$ cat src/rtl/mcycle_unit.sv
// Iterative radix-2 multiply/divide unit with a destination tag, flush and divide-by-zero fast path.
// Returns the double-width product or the quotient and remainder, all through registered outputs.
module mcycle_unit #(
    parameter int WIDTH = 32,
    parameter int TAG_W = 4
) (
    input  logic             CLK,
    input  logic             Reset_n,
    input  logic             Start,
    input  logic [1:0]       MCycleOp,
    input  logic [WIDTH-1:0] Operand1,
    input  logic [WIDTH-1:0] Operand2,
    input  logic [TAG_W-1:0] TagIn,
    input  logic             Flush,
    output logic [WIDTH-1:0] Result,
    output logic [WIDTH-1:0] ResultHi,
    output logic [TAG_W-1:0] TagOut,
    output logic             Busy,
    output logic             Done,
    output logic             DivByZero
);

    typedef enum logic [1:0] {IDLE, ITER, FIX} state_t;

    localparam int CNT_W = $clog2(WIDTH + 1);

    state_t             state_q, state_d;
    logic [CNT_W-1:0]   cnt_q;
    logic [WIDTH-1:0]   acc_hi_q, acc_lo_q, b_q;
    logic [TAG_W-1:0]   tag_q;
    logic               is_div_q, dz_q, sign_lo_q, sign_hi_q;

    logic               op_signed, op_div, s1, s2, div_zero_start, last_iter;
    logic [WIDTH-1:0]   mag1, mag2;
    logic [WIDTH:0]     mul_sum, div_shift;
    logic [WIDTH-1:0]   rem_sub, hi_step, lo_step, fix_lo, fix_hi;
    logic               div_ge;
    logic [2*WIDTH-1:0] prod;

    assign op_signed      = MCycleOp[0];
    assign op_div         = MCycleOp[1];
    assign s1             = op_signed & Operand1[WIDTH-1];
    assign s2             = op_signed & Operand2[WIDTH-1];
    assign mag1           = s1 ? -Operand1 : Operand1;
    assign mag2           = s2 ? -Operand2 : Operand2;
    assign div_zero_start = op_div && (Operand2 == '0);
    assign last_iter      = (cnt_q == CNT_W'(WIDTH - 1));
    assign prod           = {acc_hi_q, acc_lo_q};

    // One radix-2 step. Multiply keeps the adder carry in the top of the accumulator;
    // divide compares the shifted partial remainder against the divisor one bit wider.
    always_comb begin
        // NOTE: every combinational output gets a default first so no path can infer a latch.
        hi_step   = acc_hi_q;
        lo_step   = acc_lo_q;
        mul_sum   = {1'b0, acc_hi_q} + {1'b0, b_q};
        div_shift = {acc_hi_q, acc_lo_q[WIDTH-1]};
        div_ge    = (div_shift >= {1'b0, b_q});
        rem_sub   = div_shift[WIDTH-1:0] - b_q;
        if (is_div_q) begin
            hi_step = div_ge ? rem_sub : div_shift[WIDTH-1:0];
            lo_step = {acc_lo_q[WIDTH-2:0], div_ge};
        end else if (acc_lo_q[0]) begin
            {hi_step, lo_step} = {mul_sum, acc_lo_q[WIDTH-1:1]};
        end else begin
            {hi_step, lo_step} = {1'b0, acc_hi_q, acc_lo_q[WIDTH-1:1]};
        end
    end

    always_comb begin
        fix_lo = acc_lo_q;
        fix_hi = acc_hi_q;
        if (dz_q) begin
            fix_lo = '1;
            fix_hi = acc_lo_q;  // raw dividend was parked here at capture
        end else if (is_div_q) begin
            fix_lo = sign_lo_q ? -acc_lo_q : acc_lo_q;
            fix_hi = sign_hi_q ? -acc_hi_q : acc_hi_q;
        end else if (sign_lo_q) begin
            {fix_hi, fix_lo} = -prod;
        end
    end

    always_comb begin
        state_d = state_q;
        case (state_q)
            IDLE:    if (Start) state_d = div_zero_start ? FIX : ITER;
            ITER:    if (Flush) state_d = IDLE;
                     else if (last_iter) state_d = FIX;
            FIX:     state_d = IDLE;
            default: state_d = IDLE;
        endcase
    end

    always_ff @(posedge CLK or negedge Reset_n) begin
        if (!Reset_n) state_q <= IDLE;
        // NOTE: sequential state always uses non-blocking assignment so every register samples pre-edge values.
        else          state_q <= state_d;
    end

    always_ff @(posedge CLK or negedge Reset_n) begin
        if (!Reset_n) begin
            cnt_q     <= '0;
            acc_hi_q  <= '0;
            acc_lo_q  <= '0;
            b_q       <= '0;
            tag_q     <= '0;
            is_div_q  <= 1'b0;
            dz_q      <= 1'b0;
            sign_lo_q <= 1'b0;
            sign_hi_q <= 1'b0;
            Result    <= '0;
            ResultHi  <= '0;
            TagOut    <= '0;
            Busy      <= 1'b0;
            Done      <= 1'b0;
            DivByZero <= 1'b0;
        end else begin
            Done <= 1'b0;
            case (state_q)
                IDLE: if (Start) begin
                    Busy      <= 1'b1;
                    DivByZero <= 1'b0;
                    cnt_q     <= '0;
                    tag_q     <= TagIn;
                    is_div_q  <= op_div;
                    dz_q      <= div_zero_start;
                    sign_lo_q <= s1 ^ s2;
                    sign_hi_q <= s1;
                    acc_hi_q  <= '0;
                    acc_lo_q  <= div_zero_start ? Operand1 : (op_div ? mag1 : mag2);
                    b_q       <= op_div ? mag2 : mag1;
                end
                ITER: if (Flush) begin
                    Busy <= 1'b0;
                end else begin
                    acc_hi_q <= hi_step;
                    acc_lo_q <= lo_step;
                    cnt_q    <= cnt_q + CNT_W'(1);
                end
                FIX: begin
                    Busy <= 1'b0;
                    if (!Flush) begin
                        Result    <= fix_lo;
                        ResultHi  <= fix_hi;
                        TagOut    <= tag_q;
                        Done      <= 1'b1;
                        DivByZero <= dz_q;
                    end
                end
                default: Busy <= 1'b0;
            endcase
        end
    end

endmodule

$ cat config.mk
export PLATFORM = sky130hd
export DESIGN_NAME = mcycle_unit
export DESIGN_NICKNAME = d
export VERILOG_FILES = /design/src/rtl/mcycle_unit.sv
export SDC_FILE = /design/constraint.sdc
export NUM_CORES = 1
export LEC_CHECK = 0
export CORE_UTILIZATION = 30
export CTS_CLUSTER_SIZE = 10
export DETAILED_ROUTE_END_ITERATION = 7
export SLEW_MARGIN = 0
export SYNTH_ARGS = -nofsm -noshare
export SYNTH_HDL_FRONTEND = slang
export SYNTH_SLANG_ARGS = --single-unit
$ cat constraint.sdc
create_clock -name CLK -period 6.5 [get_ports CLK]
set_input_delay 1.3 -clock CLK [delete_from_list [all_inputs] [get_ports CLK]]
set_output_delay 1.3 -clock CLK [all_outputs]
set_load 0.005 [all_outputs]
* Word-level counts from Yosys, hierarchy flattened
Index checks and enable logic that the tools add are counted.
** Storage, ports and cells
- Bits of input ports :: 74
- Word-level logic and storage cells :: 88
- Output and inout port bits :: 71
- Flip-flop bits (word level) :: 183
** Cells by class
- Add/sub/neg operators :: 8
- $lt $le $gt $ge :: 1
- Reductions and logical operators :: 11
- Bitwise logic cells :: 4
- Equal/unequal tests :: 8
- Muxes and demuxes :: 40
** Operators by type and width (number)
- 2-to-1 mux 32 bit :: 22
- negation 32 bit :: 4
- case mux 32 bit (2 select lines) :: 2
- negation 64 bit :: 1
- adder 32 x 32 -> 33 bit :: 1
- >= comparator 33 x 32 -> 1 bit :: 1
- zero test 32 bit :: 1
- subtractor 32 bit :: 1
- 2-to-1 mux 6 bit :: 2
- case mux 6 bit (2 select lines) :: 1
- 2-to-1 mux 2 bit :: 4
- inequality test 2 bit, second input constant :: 4
- AND reduction 2 bit :: 4
- adder 6 x 1 -> 6 bit, second input constant :: 1
- == test 6 x 5 -> 1 bit, second input constant :: 1
- 2-to-1 mux 1 bit :: 6
- AND reduction 3 bit :: 2
- case mux 1 bit (2 select lines) :: 2
- case mux 2 bit (2 select lines) :: 1
- nonzero test 2 bit :: 2
- inequality test 3 bit, second input constant :: 1
- bitwise AND 1 bit :: 2
- == test 2 x 1 -> 1 bit, second input constant :: 1
- == test 2 bit, second input constant :: 1
- other kinds (4) :: 4

* Longest topological paths before layout
Gate-level depths: netlist (run 1).
- Depth in word-level cells :: 6
- Depth in mapped cells :: 14
- Depth with buffers taken out :: 13

* Least setup slack after synthesis (run 1)
No wires, ideal clock.
- Path type :: input to register
- Start point :: input port Operand1[1]
- End point :: register acc_lo_q[30]
- Buffers on the path :: 0
- Arrival time :: 3347 ps
- Data required time :: 6377 ps
- Cell stages on the path :: 10
- Library setup time :: 123 ps
- Path slack :: 3030 ps
- Path through :: inv_1 -> ha_1 -> or4b_1 -> nor3_2 -> nand3_2 -> or3_1 -> o21ai_1 -> xor2_1 -> o221ai_1 -> o221a_2
** Between the ends
- Word-level cells in the longest chain between the ends :: 6
** RTL lines
- from (decl) :: RTL line 11 : input logic [WIDTH-1:0] Operand1,
- negation 32 bit :: RTL line 44 : assign mag1 = s1 ? -Operand1 : Operand1;
- 2-to-1 mux 32 bit :: RTL line 44
- 2-to-1 mux 32 bit (2 in a row) :: RTL line 131 : acc_lo_q <= div_zero_start ? Operand1 : (op_div ? mag1 : mag2);
- 2-to-1 mux 32 bit :: RTL line 121 : IDLE: if (Start) begin
- case mux 32 bit (2 select lines) :: RTL line 120 : case (state_q)
- to (signal assigned) :: RTL line 131
- to (signal assigned) :: RTL line 138 : acc_lo_q <= lo_step;
- to (decl) :: RTL line 29 : logic [WIDTH-1:0] acc_hi_q, acc_lo_q, b_q;
Every way passes these cells. The select of a mux whose other input is x is not followed.
A chain may end at the register's enable or synchronous reset.

* Worst setup path after layout (run 1)
- Start point :: input port Operand2[13]
- End point :: register acc_lo_q[5]
** Between the ends
- Word-level cells in the longest chain between the ends :: 5
** RTL lines
- from (decl) :: RTL line 12 : input logic [WIDTH-1:0] Operand2,
- zero test 32 bit :: RTL line 46 : assign div_zero_start = op_div && (Operand2 == '0);
- logical AND 1 bit :: RTL line 46
- 2-to-1 mux 32 bit :: RTL line 131
- 2-to-1 mux 32 bit :: RTL line 121
- case mux 32 bit (2 select lines) :: RTL line 120
Every way passes these cells. The select of a mux whose other input is x is not followed.

==> results.py, run 1 <==
metrics = {
    "die": {
        "die-height_um": 233.2,
        "ios": 145,
        "row_count": 84,
        "dieArea_um2": 54390,
        "fp.dieW_um": 233.2,
        "floorplan.initialDensity_pct": 30.46,
        "core_footprint_um2": 52660,
    },
    "logic_synthesis": {
        "parity_gate_share_of_the_synthesized_area_counting_xor_and_xnor_cells_pct": 8.955,
        "synth_largest_type_area_fraction_pct": 28.55,
        "post_synth_mux_area_share_pct": 3.292,
        "post_synthesis_sequential_area_ratio_pct": 28.55,
        "synthMostInstantiatedCell": "sky130_fd_sc_hd__nand2_1",
        "synth_top_family_by_area": "compound AO/OA/AOI/OAI gates",
        "synthesis.area_per_instance_um2": 7.996,
        "synth.top_cells.by_area": "sky130_fd_sc_hd__dfrtp_1 (29%), sky130_fd_sc_hd__xnor2_1 (6.2%), sky130_fd_sc_hd__nand2_1 (5.9%), sky130_fd_sc_hd__a21oi_1 (5.5%), sky130_fd_sc_hd__ha_1 (5.4%)",
        "post_synth_inst_count": 2006,
        "synth.yosys.warnings": 0,
        "synth_cell_type_count": 90,
        "synth-edff-count": 0,
        "yosys-top-cells-count": "sky130_fd_sc_hd__nand2_1 (251), sky130_fd_sc_hd__dfrtp_1 (183), sky130_fd_sc_hd__a21oi_1 (175), sky130_fd_sc_hd__o21ai_0 (165), sky130_fd_sc_hd__nor2_1 (131)",
        "synth-simple-area-share_pct": 19.63,
        "synth-adder-area-share_pct": 5.632,
        "post_synth_instance_area_um2": 16040,
        "synthesis.nets": 2151,
        "yosys_register_bits": 183,
        "post_synth_arst_share_pct": 100.0,
        "ys.flop_type": "sky130_fd_sc_hd__dfrtp_1",
        "compound_cell_area_share_of_the_yosys_netlist_pct": 27.96,
        "post-synth-top-area-cell": "sky130_fd_sc_hd__dfrtp_1",
    },
    "timing": {
        "setup-violations-final": 0,
        "grt_setup_unrepaired": "false",
        "hold_viol_final": 0,
        "worst_slew_margin_rel_pct": 25.66,
        "totalNegativeSetupSlack_ns": 0,
        "timing_worst_slew_pin_value_ns": 1.115,
        "timing.clock.skew_ns": 0.01961,
        "maximum_clock_frequency_ghz": 0.2307,
        "final_period_minus_worst_setup_slack_ns": 4.334,
        "post-route-period-util_pct": 66.68,
        "final_max_slew_viol_count": 0,
    },
    "clock_network": {
        "cts_htree_levels": 4,
        "root_buffer": "sky130_fd_sc_hd__clkbuf_16",
        "numCtsBuffers": 17,
        "clock_latency_on_the_worst_skew_pair_ns": 0.48,
        "tritoncts_num_sinks": 183,
        "resize_count_post_cts": 0,
        "post_cts_hold_buffer_count": 0,
        "post_cts.repair.setup_buffers": 0,
        "longest_clk_path_bufs": 2,
        "clkSlewWorstSetupHoldPaths_ns": 0.08,
        "cts_tree": "built",
    },
    "finish": {
        "area.growth.synth_to_final_pct": 14.88,
        "fill_cells": 5502,
        "antenna_cells": 0,
        "fin_util_pct": 34.99,
        "fin_cells": 2751,
        "drive_above_1_share_pct": 5.526,
        "num-nets-final": 2195,
    },
    "critical_path": {
        "critical_path_endpoint_category": "flop",
        "crit_type": "input pin to flop",
        "cp_max_fo": 22,
        "worst-endpoint-arrival_ns": 4.64,
        "cp_required_ns": 6.81,
        "crit_path_start_kind": "input pin",
    },
    "global_route": {
        "grt_start_max_net_pins": 101,
        "antenna_found_initial": 1,
        "grt_first_pass_wirelength_um": 93940,
        "first_global_vias": 14830,
        "grtUsageTotal_pct": 22.84,
        "gr-total-overflow": 0,
    },
    "detailed_routing": {
        "postRouteAntennaNets": 0,
        "route.met2.wl_um": 28250,
        "drt-total-wl_um": 62430,
        "routed.top_layer": "met4",
        "dr_total_vias": 15850,
        "vias_per_std_cell": 5.762,
        "drt-pass1-iter-count": 6,
        "met3RoutedLength_um": 4155,
        "detail_route.wl_per_cell_um": 22.69,
        "dr.first_iter.drc_count": 1502,
        "detail_route.drc_violations": 0,
        "met1Wirelength_um": 29020,
    },
    "place": {
        "placed_cells_incl_taps": 2719,
        "numPortBuffers": 144,
        "dp_hpwl_um": 46800,
        "globalplace.congestion": 0.9691,
    },
    "pwr": {
        "worst_ir_drop_vdd_mv": 0.1967,
        "p_per_area_nw_per_um2": 404.3,
        "static-leakage-power_nw": 7.529,
    },
    "outcome": {
        "run_status": "complete, no violations",
    },
    "min_path": {
        "hold_class": "flop to flop",
    },
    "flow_run": {
        "cap_violations": 0,
    },
}
-- worst max-delay path, stage by stage --
cell and delay, ns:
sky130_fd_sc_hd__clkdlybuf4s50_1 0.49, sky130_fd_sc_hd__or4_1 0.70, sky130_fd_sc_hd__nor3_2 0.24, sky130_fd_sc_hd__nand3_1 0.17, sky130_fd_sc_hd__nor2_2 0.21, sky130_fd_sc_hd__and2_1 0.71
sky130_fd_sc_hd__buf_4 0.35, sky130_fd_sc_hd__o21ai_0 0.10, sky130_fd_sc_hd__a221oi_1 0.29, sky130_fd_sc_hd__a311oi_1 0.08
-- power by group --
| group | switching, mW | internal (mW) | leakage (nW) |
|---|---|---|---|
| Clock | 0.548 | 0.532 | 0.287 |
| Sequential | 0.697 | 1.34 | 2.40 |
| Combinational | 2.63 | 1.70 | 4.84 |
| Total | 3.88 | 3.57 | 7.53 |
-- layout make-up --
class	count	area, µm²	share of cell area (%)
Tap cell	688	860.8	4.672
Clock buffer	19	452.9	2.458
Sequential cell	183	4582	24.87
Clock inverter	13	128.9	0.6994
Timing Repair Buffer	167	1638	8.888
Inverter	67	251.5	1.365
Multi-Input combinational cell	1614	10510	57.05
-- state kept, by name, summed over array words and instances, names as in the netlist --
register,flops
DivByZero,1
dz_q,1
is_div_q,1
b_q,32
Busy,1
cnt_q,6
tag_q,4
acc_hi_q,32
ResultHi,32
sign_lo_q,1
TagOut,4
state_q,2
sign_hi_q,1
acc_lo_q,32
Result,32
Done,1
-- cell usage in the layout, fill, tap and decap left out, drive strengths merged, types with 11 or more instances in the layout --
cell type,synthesis,final
o31ai,41,41
and3,15,15
nor2b,21,21
buf,35,24
a21o,35,35
o221ai,16,16
a211oi,47,47
xnor2,113,113
ha,69,69
dfrtp,183,183
clkbuf,104,20
mux2i,46,46
nand4,11,11
xor2,51,51
a21oi,175,175
nor4,25,25
and2,17,17
or4,20,20
nand2,253,253
o22a,31,31
or3,20,20
nor2,133,133
a31oi,25,25
o211ai,20,20
clkdlybuf4s50,0,142
inv,65,74
or2,11,11
nand3,46,46
o41ai,14,14
o21ai,177,177
a22o,15,15
o21a,12,12
nor3,36,36
-- final timing paths --
path / cells past startpoint / slack (ns) / end / startpoint
min in group asynchronous: 1 / 0.93 / acc_hi_q[12] / Reset_n
max in group asynchronous: 2 / 4.55 / ResultHi[0] / Reset_n
worst max register to register: 12 / 2.50 / acc_hi_q[19] / acc_lo_q[31]
worst min register to register: 2 / 0.48 / TagOut[0] / tag_q[0]
worst min-delay path: 2 / 0.48 / TagOut[0] / tag_q[0]
worst max-delay path: 10 / 2.17 / acc_lo_q[5] / Operand2[13]
-- metal layers --
metal  track usage [%]  vias up
li1                  -     7412
met1             32.71     7733
met2             36.14      647
met3             2.698       58
met4             5.658        0
met5                 0        -
-- kinds of logic (layout without fill, tap and decap cells) --
| kind of cell | Yosys count | count (layout) |
|---|---|---|
| AO/OA/AOI/OAI | 688 | 688 |
| flip-flops | 183 | 183 |
| adder cells (fa/ha/maj) | 71 | 71 |
| XOR/XNOR | 164 | 164 |
| buffers and inverters | 209 | 266 |
| multiplexers | 52 | 52 |
| AND/OR/NAND/NOR | 639 | 639 |
-- stage by stage --
| stage | power (mW) | hold WS, ns | setup slack, ns | instance area [µm²] |
|---|---|---|---|---|
| 2_1_floorplan | 4.943 | 0.4386 | 3.030 | 16040 |
| 3_3_place_gp | 6.233 | 0.4553 | 1.784 | 17840 |
| 3_5_place_dp | 6.264 | 0.4593 | 1.761 | 17840 |
| 4_1_cts | 7.358 | 0.4778 | 2.251 | 18430 |
| 5_1_grt | 7.922 | 0.5062 | 2.056 | 18430 |
| 6_report | 7.449 | 0.4754 | 2.166 | 18430 |
Note: power is estimated with default switching activity, not from simulation.
==> run 2: changes to the inputs <==
==> constraint.sdc (replaced) <==
create_clock -name CLK -period 4.4 [get_ports CLK]
set_input_delay 0.88 -clock CLK [delete_from_list [all_inputs] [get_ports CLK]]
set_output_delay 0.88 -clock CLK [all_outputs]
set_load 0.005 [all_outputs]
==> run 2 against run 1 <==
Against the previous run: critical path type is now flop to flop; power rose by 51%; global-route usage fell by 0.14 points; flip-flop and latch count did not move; core utilization rose by 0.70 points; non-clock buffer count rose by 47; largest power group unchanged; clock power rose by 46%; clock skew fell by 0.0011 ns; setup slack got worse by 1.6 ns; sequential power rose by 26%; register-to-register slack got worse by 1.9 ns; largest cell class unchanged; combinational power rose by 64%; clock-buffer cell count fell by 1.
==> results.py, run 2 (synthesized netlist as in run 1, its figures left out) <==
metrics = {
    "outcome": {
        "run_status": "complete, no violations",
    },
    "global_route": {
        "gr-total-overflow": 0,
        "grt_first_pass_wirelength_um": 93530,
        "first_global_vias": 15110,
        "grtUsageTotal_pct": 22.70,
        "grt_start_max_net_pins": 78,
        "antenna_found_initial": 0,
    },
    "timing": {
        "grt_setup_unrepaired": "false",
        "worst_slew_margin_rel_pct": 25.00,
        "hold_viol_final": 0,
        "maximum_clock_frequency_ghz": 0.2629,
        "post-route-period-util_pct": 86.46,
        "final_period_minus_worst_setup_slack_ns": 3.804,
        "timing_worst_slew_pin_value_ns": 1.115,
        "timing.clock.skew_ns": 0.01854,
        "final_max_slew_viol_count": 0,
        "totalNegativeSetupSlack_ns": 0,
        "setup-violations-final": 0,
    },
    "finish": {
        "area.growth.synth_to_final_pct": 17.19,
        "mostFrequentLayoutCell": "sky130_fd_sc_hd__nand2_1",
        "drive_above_1_share_pct": 7.630,
        "num-nets-final": 2242,
        "fill_cells": 5458,
        "post-route-cell-area_um2": 18800,
        "layout_common_cells": "sky130_fd_sc_hd__nand2_1 (249), sky130_fd_sc_hd__dfrtp_1 (181), sky130_fd_sc_hd__a21oi_1 (175)",
        "antenna_cells": 0,
    },
    "critical_path": {
        "crit_path_start_kind": "flop",
        "critical_path_endpoint_category": "flop",
        "worst-endpoint-arrival_ns": 4.19,
        "cp_max_fo": 24,
        "crit_type": "flop to flop",
        "cp_required_ns": 4.78,
        "setup_slack_of_the_worst_register_to_register_path_ns": 0.60,
    },
    "die": {
        "floorplan.initialDensity_pct": 30.46,
        "ios": 145,
        "dieArea_um2": 54390,
        "core_footprint_um2": 52660,
        "fp.dieW_um": 233.2,
        "die-height_um": 233.2,
        "row_count": 84,
    },
    "flow_run": {
        "cap_violations": 0,
    },
    "min_path": {
        "hold_class": "input pin to async pin",
    },
    "place": {
        "dp_hpwl_um": 47740,
        "globalplace.congestion": 0.9936,
        "dpl-instance-area_um2": 18210,
        "numPortBuffers": 144,
    },
    "clock_network": {
        "cts_htree_levels": 4,
        "numCtsBuffers": 17,
        "cts_tree": "built",
        "clock_latency_on_the_worst_skew_pair_ns": 0.47,
        "root_buffer": "sky130_fd_sc_hd__clkbuf_16",
        "post_cts.repair.setup_buffers": 0,
        "resize_count_post_cts": 0,
        "clkSlewWorstSetupHoldPaths_ns": 0.08,
        "post_cts_hold_buffer_count": 0,
        "longest_clk_path_bufs": 2,
        "tritoncts_num_sinks": 183,
    },
    "detailed_routing": {
        "vias_per_std_cell": 5.805,
        "dr_total_vias": 16240,
        "detail_route.drc_violations": 0,
        "dr.first_iter.drc_count": 1712,
        "drt-pass1-iter-count": 5,
        "drt-total-wl_um": 62080,
        "detail_route.wl_per_cell_um": 22.19,
        "postRouteAntennaNets": 0,
    },
    "pwr": {
        "p_per_area_nw_per_um2": 599.2,
        "totalPowerFinal_mw": 11.26,
        "worst_ir_drop_vdd_mv": 0.3494,
        "static-leakage-power_nw": 7.755,
    },
}
[run 2: cell types whose count changed in the layout (fill, tap and decap cells not counted)]
cell	delta
sky130_fd_sc_hd__clkbuf_8	-1
sky130_fd_sc_hd__clkinv_4	+1
sky130_fd_sc_hd__buf_4	+46
sky130_fd_sc_hd__bufinv_16	+1
sky130_fd_sc_hd__buf_12	+1
sky130_fd_sc_hd__clkinv_2	+1
sky130_fd_sc_hd__inv_8	-2
sky130_fd_sc_hd__clkinvlp_4	+3
sky130_fd_sc_hd__inv_6	-3
[run 2: critical path: stages, from the launching register on]
cell and delay [ns]:
sky130_fd_sc_hd__dfrtp_1 0.54, sky130_fd_sc_hd__ha_1 0.47, sky130_fd_sc_hd__nand4_1 0.28, sky130_fd_sc_hd__nor4_1 0.50, sky130_fd_sc_hd__nand3_1 0.26, sky130_fd_sc_hd__and3_1 0.31, sky130_fd_sc_hd__a31oi_2 0.45, sky130_fd_sc_hd__buf_12 0.26
sky130_fd_sc_hd__nor3_1 0.05, sky130_fd_sc_hd__or4_1 0.42, sky130_fd_sc_hd__a21oi_1 0.16
[run 2: layout make-up]
class                           instances  area, µm²  share of cell area (%)
Clock buffer                           18      439.2                   2.337
Clock inverter                         14      146.4                  0.7789
Inverter                               67      251.5                   1.338
Multi-Input combinational cell       1614      10510                   55.93
Sequential cell                       183       4582                   24.38
Tap cell                              688      860.8                   4.580
Timing Repair Buffer                  214       2003                   10.66
[run 2: where the power goes]
| group | switching, mW | internal, mW | total, mW |
|---|---|---|---|
| combinational | 4.39 | 2.72 | 7.11 |
| sequential | 0.586 | 1.99 | 2.58 |
| clock | 0.764 | 0.812 | 1.58 |
| total | 5.74 | 5.53 | 11.3 |
[run 2: per-stage QoR]
stage          util (%)  std cells  hold WS (ns)  setup slack (ns)
2_1_floorplan         -       2006        0.4386             1.350
3_5_place_dp      34.58       2766        0.4562            0.4394
4_1_cts           35.70       2798        0.4714            0.6981
3_3_place_gp      34.58       2766        0.4532            0.5381
6_report          35.70       2798        0.4527            0.5957
5_1_grt           35.70       2798        0.4951            0.4619
[run 2: path summary, 6_finish.rpt]
kind                                endpoint         start  cells after the start
worst max-delay path            acc_hi_q[19]  acc_hi_q[24]                     10
min in group CLK                   TagOut[1]     TagOut[1]                      2
worst min-delay path                 b_q[11]       Reset_n                      1
worst max register to register  acc_hi_q[19]  acc_hi_q[24]                     10
max in group asynchronous         Result[20]       Reset_n                      2
worst min register to register     TagOut[1]     TagOut[1]                      2
[run 2: per-layer routing]
metal,up-vias,routed length (µm),GRT usage [%]
li1,7519,-,-
met1,7897,28560,32.93
met2,724,26950,34.55
met3,102,4880,3.125
met4,0,1698,6.720
met5,-,0,0
==> run 3: changes to the inputs <==
--- a/config.mk
+++ b/config.mk
@@ -8,6 +8,8 @@
 export CORE_UTILIZATION = 30
 export CTS_CLUSTER_SIZE = 10
 export DETAILED_ROUTE_END_ITERATION = 7
+export GPL_TIMING_DRIVEN = 0
+export MAX_ROUTING_LAYER = met4
 export SLEW_MARGIN = 0
 export SYNTH_ARGS = -nofsm -noshare
 export SYNTH_HDL_FRONTEND = slang
==> run 3 against run 2 <==
Against the previous run: maximum frequency is 10% lower; register-to-register slack worse by 0.44 ns; final cell count rose by 2.5%; critical path type unchanged; flip-flop and latch count unchanged.
==> results.py, run 3 (synthesized netlist as in run 1, its figures left out) <==
metrics = {
    "finish": {
        "area.growth.synth_to_final_pct": 18.01,
        "num-nets-final": 2313,
        "layout_common_cells": "sky130_fd_sc_hd__nand2_1 (251), sky130_fd_sc_hd__dfrtp_1 (183), sky130_fd_sc_hd__a21oi_1 (175)",
        "fin_util_pct": 35.95,
        "fill_cells": 5490,
        "drive_above_1_share_pct": 5.456,
        "antenna_cells": 0,
        "mostFrequentLayoutCell": "sky130_fd_sc_hd__nand2_1",
    },
    "global_route": {
        "gr-total-overflow": 0,
        "first_global_vias": 15850,
        "grt_first_pass_wirelength_um": 102500,
        "grtUsageTotal_pct": 26.24,
        "grt_start_max_net_pins": 104,
        "antenna_found_initial": 0,
    },
    "timing": {
        "final_max_slew_viol_count": 0,
        "final_period_minus_worst_setup_slack_ns": 4.247,
        "hold_viol_final": 0,
        "setup-violations-final": 0,
        "grt_setup_unrepaired": "false",
        "timing_worst_slew_pin_value_ns": 1.001,
        "timing.clock.skew_ns": 0.01252,
        "totalNegativeSetupSlack_ns": 0,
        "maximum_clock_frequency_ghz": 0.2354,
        "timing.hold.ws_ns": 0.3394,
        "worst_slew_margin_rel_pct": 33.29,
        "post-route-period-util_pct": 96.53,
    },
    "clock_network": {
        "post_cts_hold_buffer_count": 0,
        "clkSlewWorstSetupHoldPaths_ns": 0.08,
        "longest_clk_path_bufs": 2,
        "post_cts.repair.setup_buffers": 0,
        "cts_htree_levels": 4,
        "root_buffer": "sky130_fd_sc_hd__clkbuf_16",
        "clock_latency_on_the_worst_skew_pair_ns": 0.48,
        "cts_tree": "built",
        "tritoncts_num_sinks": 183,
        "numCtsBuffers": 17,
        "resize_count_post_cts": 0,
    },
    "detailed_routing": {
        "vias_per_std_cell": 5.860,
        "dr_total_vias": 16810,
        "drt-total-wl_um": 69700,
        "detail_route.drc_violations": 0,
        "detail_route.wl_per_cell_um": 24.30,
        "drt-pass1-iter-count": 7,
        "postRouteAntennaNets": 0,
        "dr.first_iter.drc_count": 1575,
    },
    "critical_path": {
        "timing.critical_path.slowest_cell_delay_ns": 0.71,
        "setup_slack_of_the_worst_register_to_register_path_ns": 0.15,
        "crit_type": "flop to flop",
        "cp_max_fo": 10,
        "crit_path_start_kind": "flop",
        "critical_path_endpoint_category": "flop",
        "worstRegToRegCells": 12,
        "worst-endpoint-arrival_ns": 4.59,
        "cpMaxStageDelayCell": "sky130_fd_sc_hd__dfrtp_1",
        "worst_reg2reg_startpoint": "acc_lo_q[31]",
        "cp_required_ns": 4.74,
        "endpoint_of_the_most_critical_register_to_register_path": "acc_hi_q[27]",
        "worstPathCellList": "inv_1 -> ha_1 -> nor2b_1 -> o2111ai_1 -> a21o_1 -> a21oi_1 -> o21ai_1 -> a31oi_2 -> buf_2 -> nand2_1 -> a31oi_1 -> o41ai_1",
        "critical_path.startpoint": "acc_lo_q[31]",
    },
    "place": {
        "dp_hpwl_um": 55430,
        "globalplace.congestion": 0.9813,
        "numPortBuffers": 142,
    },
    "die": {
        "core_footprint_um2": 52660,
        "fp.dieW_um": 233.2,
        "row_count": 84,
        "dieArea_um2": 54390,
        "die-height_um": 233.2,
        "floorplan.initialDensity_pct": 30.46,
        "ios": 145,
    },
    "pwr": {
        "worst_ir_drop_vdd_mv": 0.3422,
        "totalPowerFinal_mw": 11.37,
        "p_per_area_nw_per_um2": 600.8,
        "static-leakage-power_nw": 7.729,
    },
    "flow_run": {
        "cap_violations": 0,
    },
    "min_path": {
        "hold_class": "input pin to async pin",
    },
    "outcome": {
        "run_status": "complete, no violations",
    },
}
-- run 3: layout make-up --
class                      instances  area (µm²)  share of cell area (%)
inverter                          67       251.5                   1.329
clock buffer                      18       439.2                   2.320
clock inverter                    14       135.1                  0.7139
sequential                       183        4579                   24.19
multi-input combinational       1614       10500                   55.47
tap                              688       860.8                   4.548
timing repair buffer             143        1454                   7.681
buffer                           142       708.2                   3.741
-- run 3: metrics by stage --
stage | setup slack [ns] | std cells | instance area (µm²)
global placement | -5.451 | 2836 | 18320
CTS | 0.4004 | 2869 | 18930
finish | 0.1527 | 2869 | 18930
floorplan | 1.350 | 2006 | 16040
detailed placement | 0.08406 | 2837 | 18350
global route | 0.1479 | 2869 | 18930
-- run 3: worst max-delay path by stage --
stage	endpoint	cells after the start	slack, ns
floorplan	acc_lo_q[30]	10	1.35
global placement	Result[24]	1	-5.45
detailed placement	acc_lo_q[1]	11	0.08
CTS	acc_hi_q[30]	11	0.40
global route	acc_hi_q[27]	12	0.15
finish	acc_hi_q[27]	12	0.15
-- run 3: worst max-delay path, delay by kind of cell, from the launching register on --
family / cells / cell delay, ns
fa+ha+maj: 1 / 0.30
buf+inv: 2 / 0.72
flops: 1 / 0.71
simple gates: 2 / 0.33
compound gates: 7 / 2.05
-- run 3: per-layer routing --
| layer | track usage (%) | part of all wire [%] | wire [µm] |
|---|---|---|---|
| met1 | 34.28 | 44 | 30420 |
| met2 | 39.99 | 45 | 31280 |
| met3 | 4.541 | 7.9 | 5473 |
| met4 | 10.46 | 3.6 | 2523 |
| met5 | - | 0 | 0 |
-- run 3: report_power, final --
group          internal (mW)  switching, mW
clock                  0.764          0.803
combinational           2.65           4.51
sequential              1.99          0.654
total                   5.41           5.96
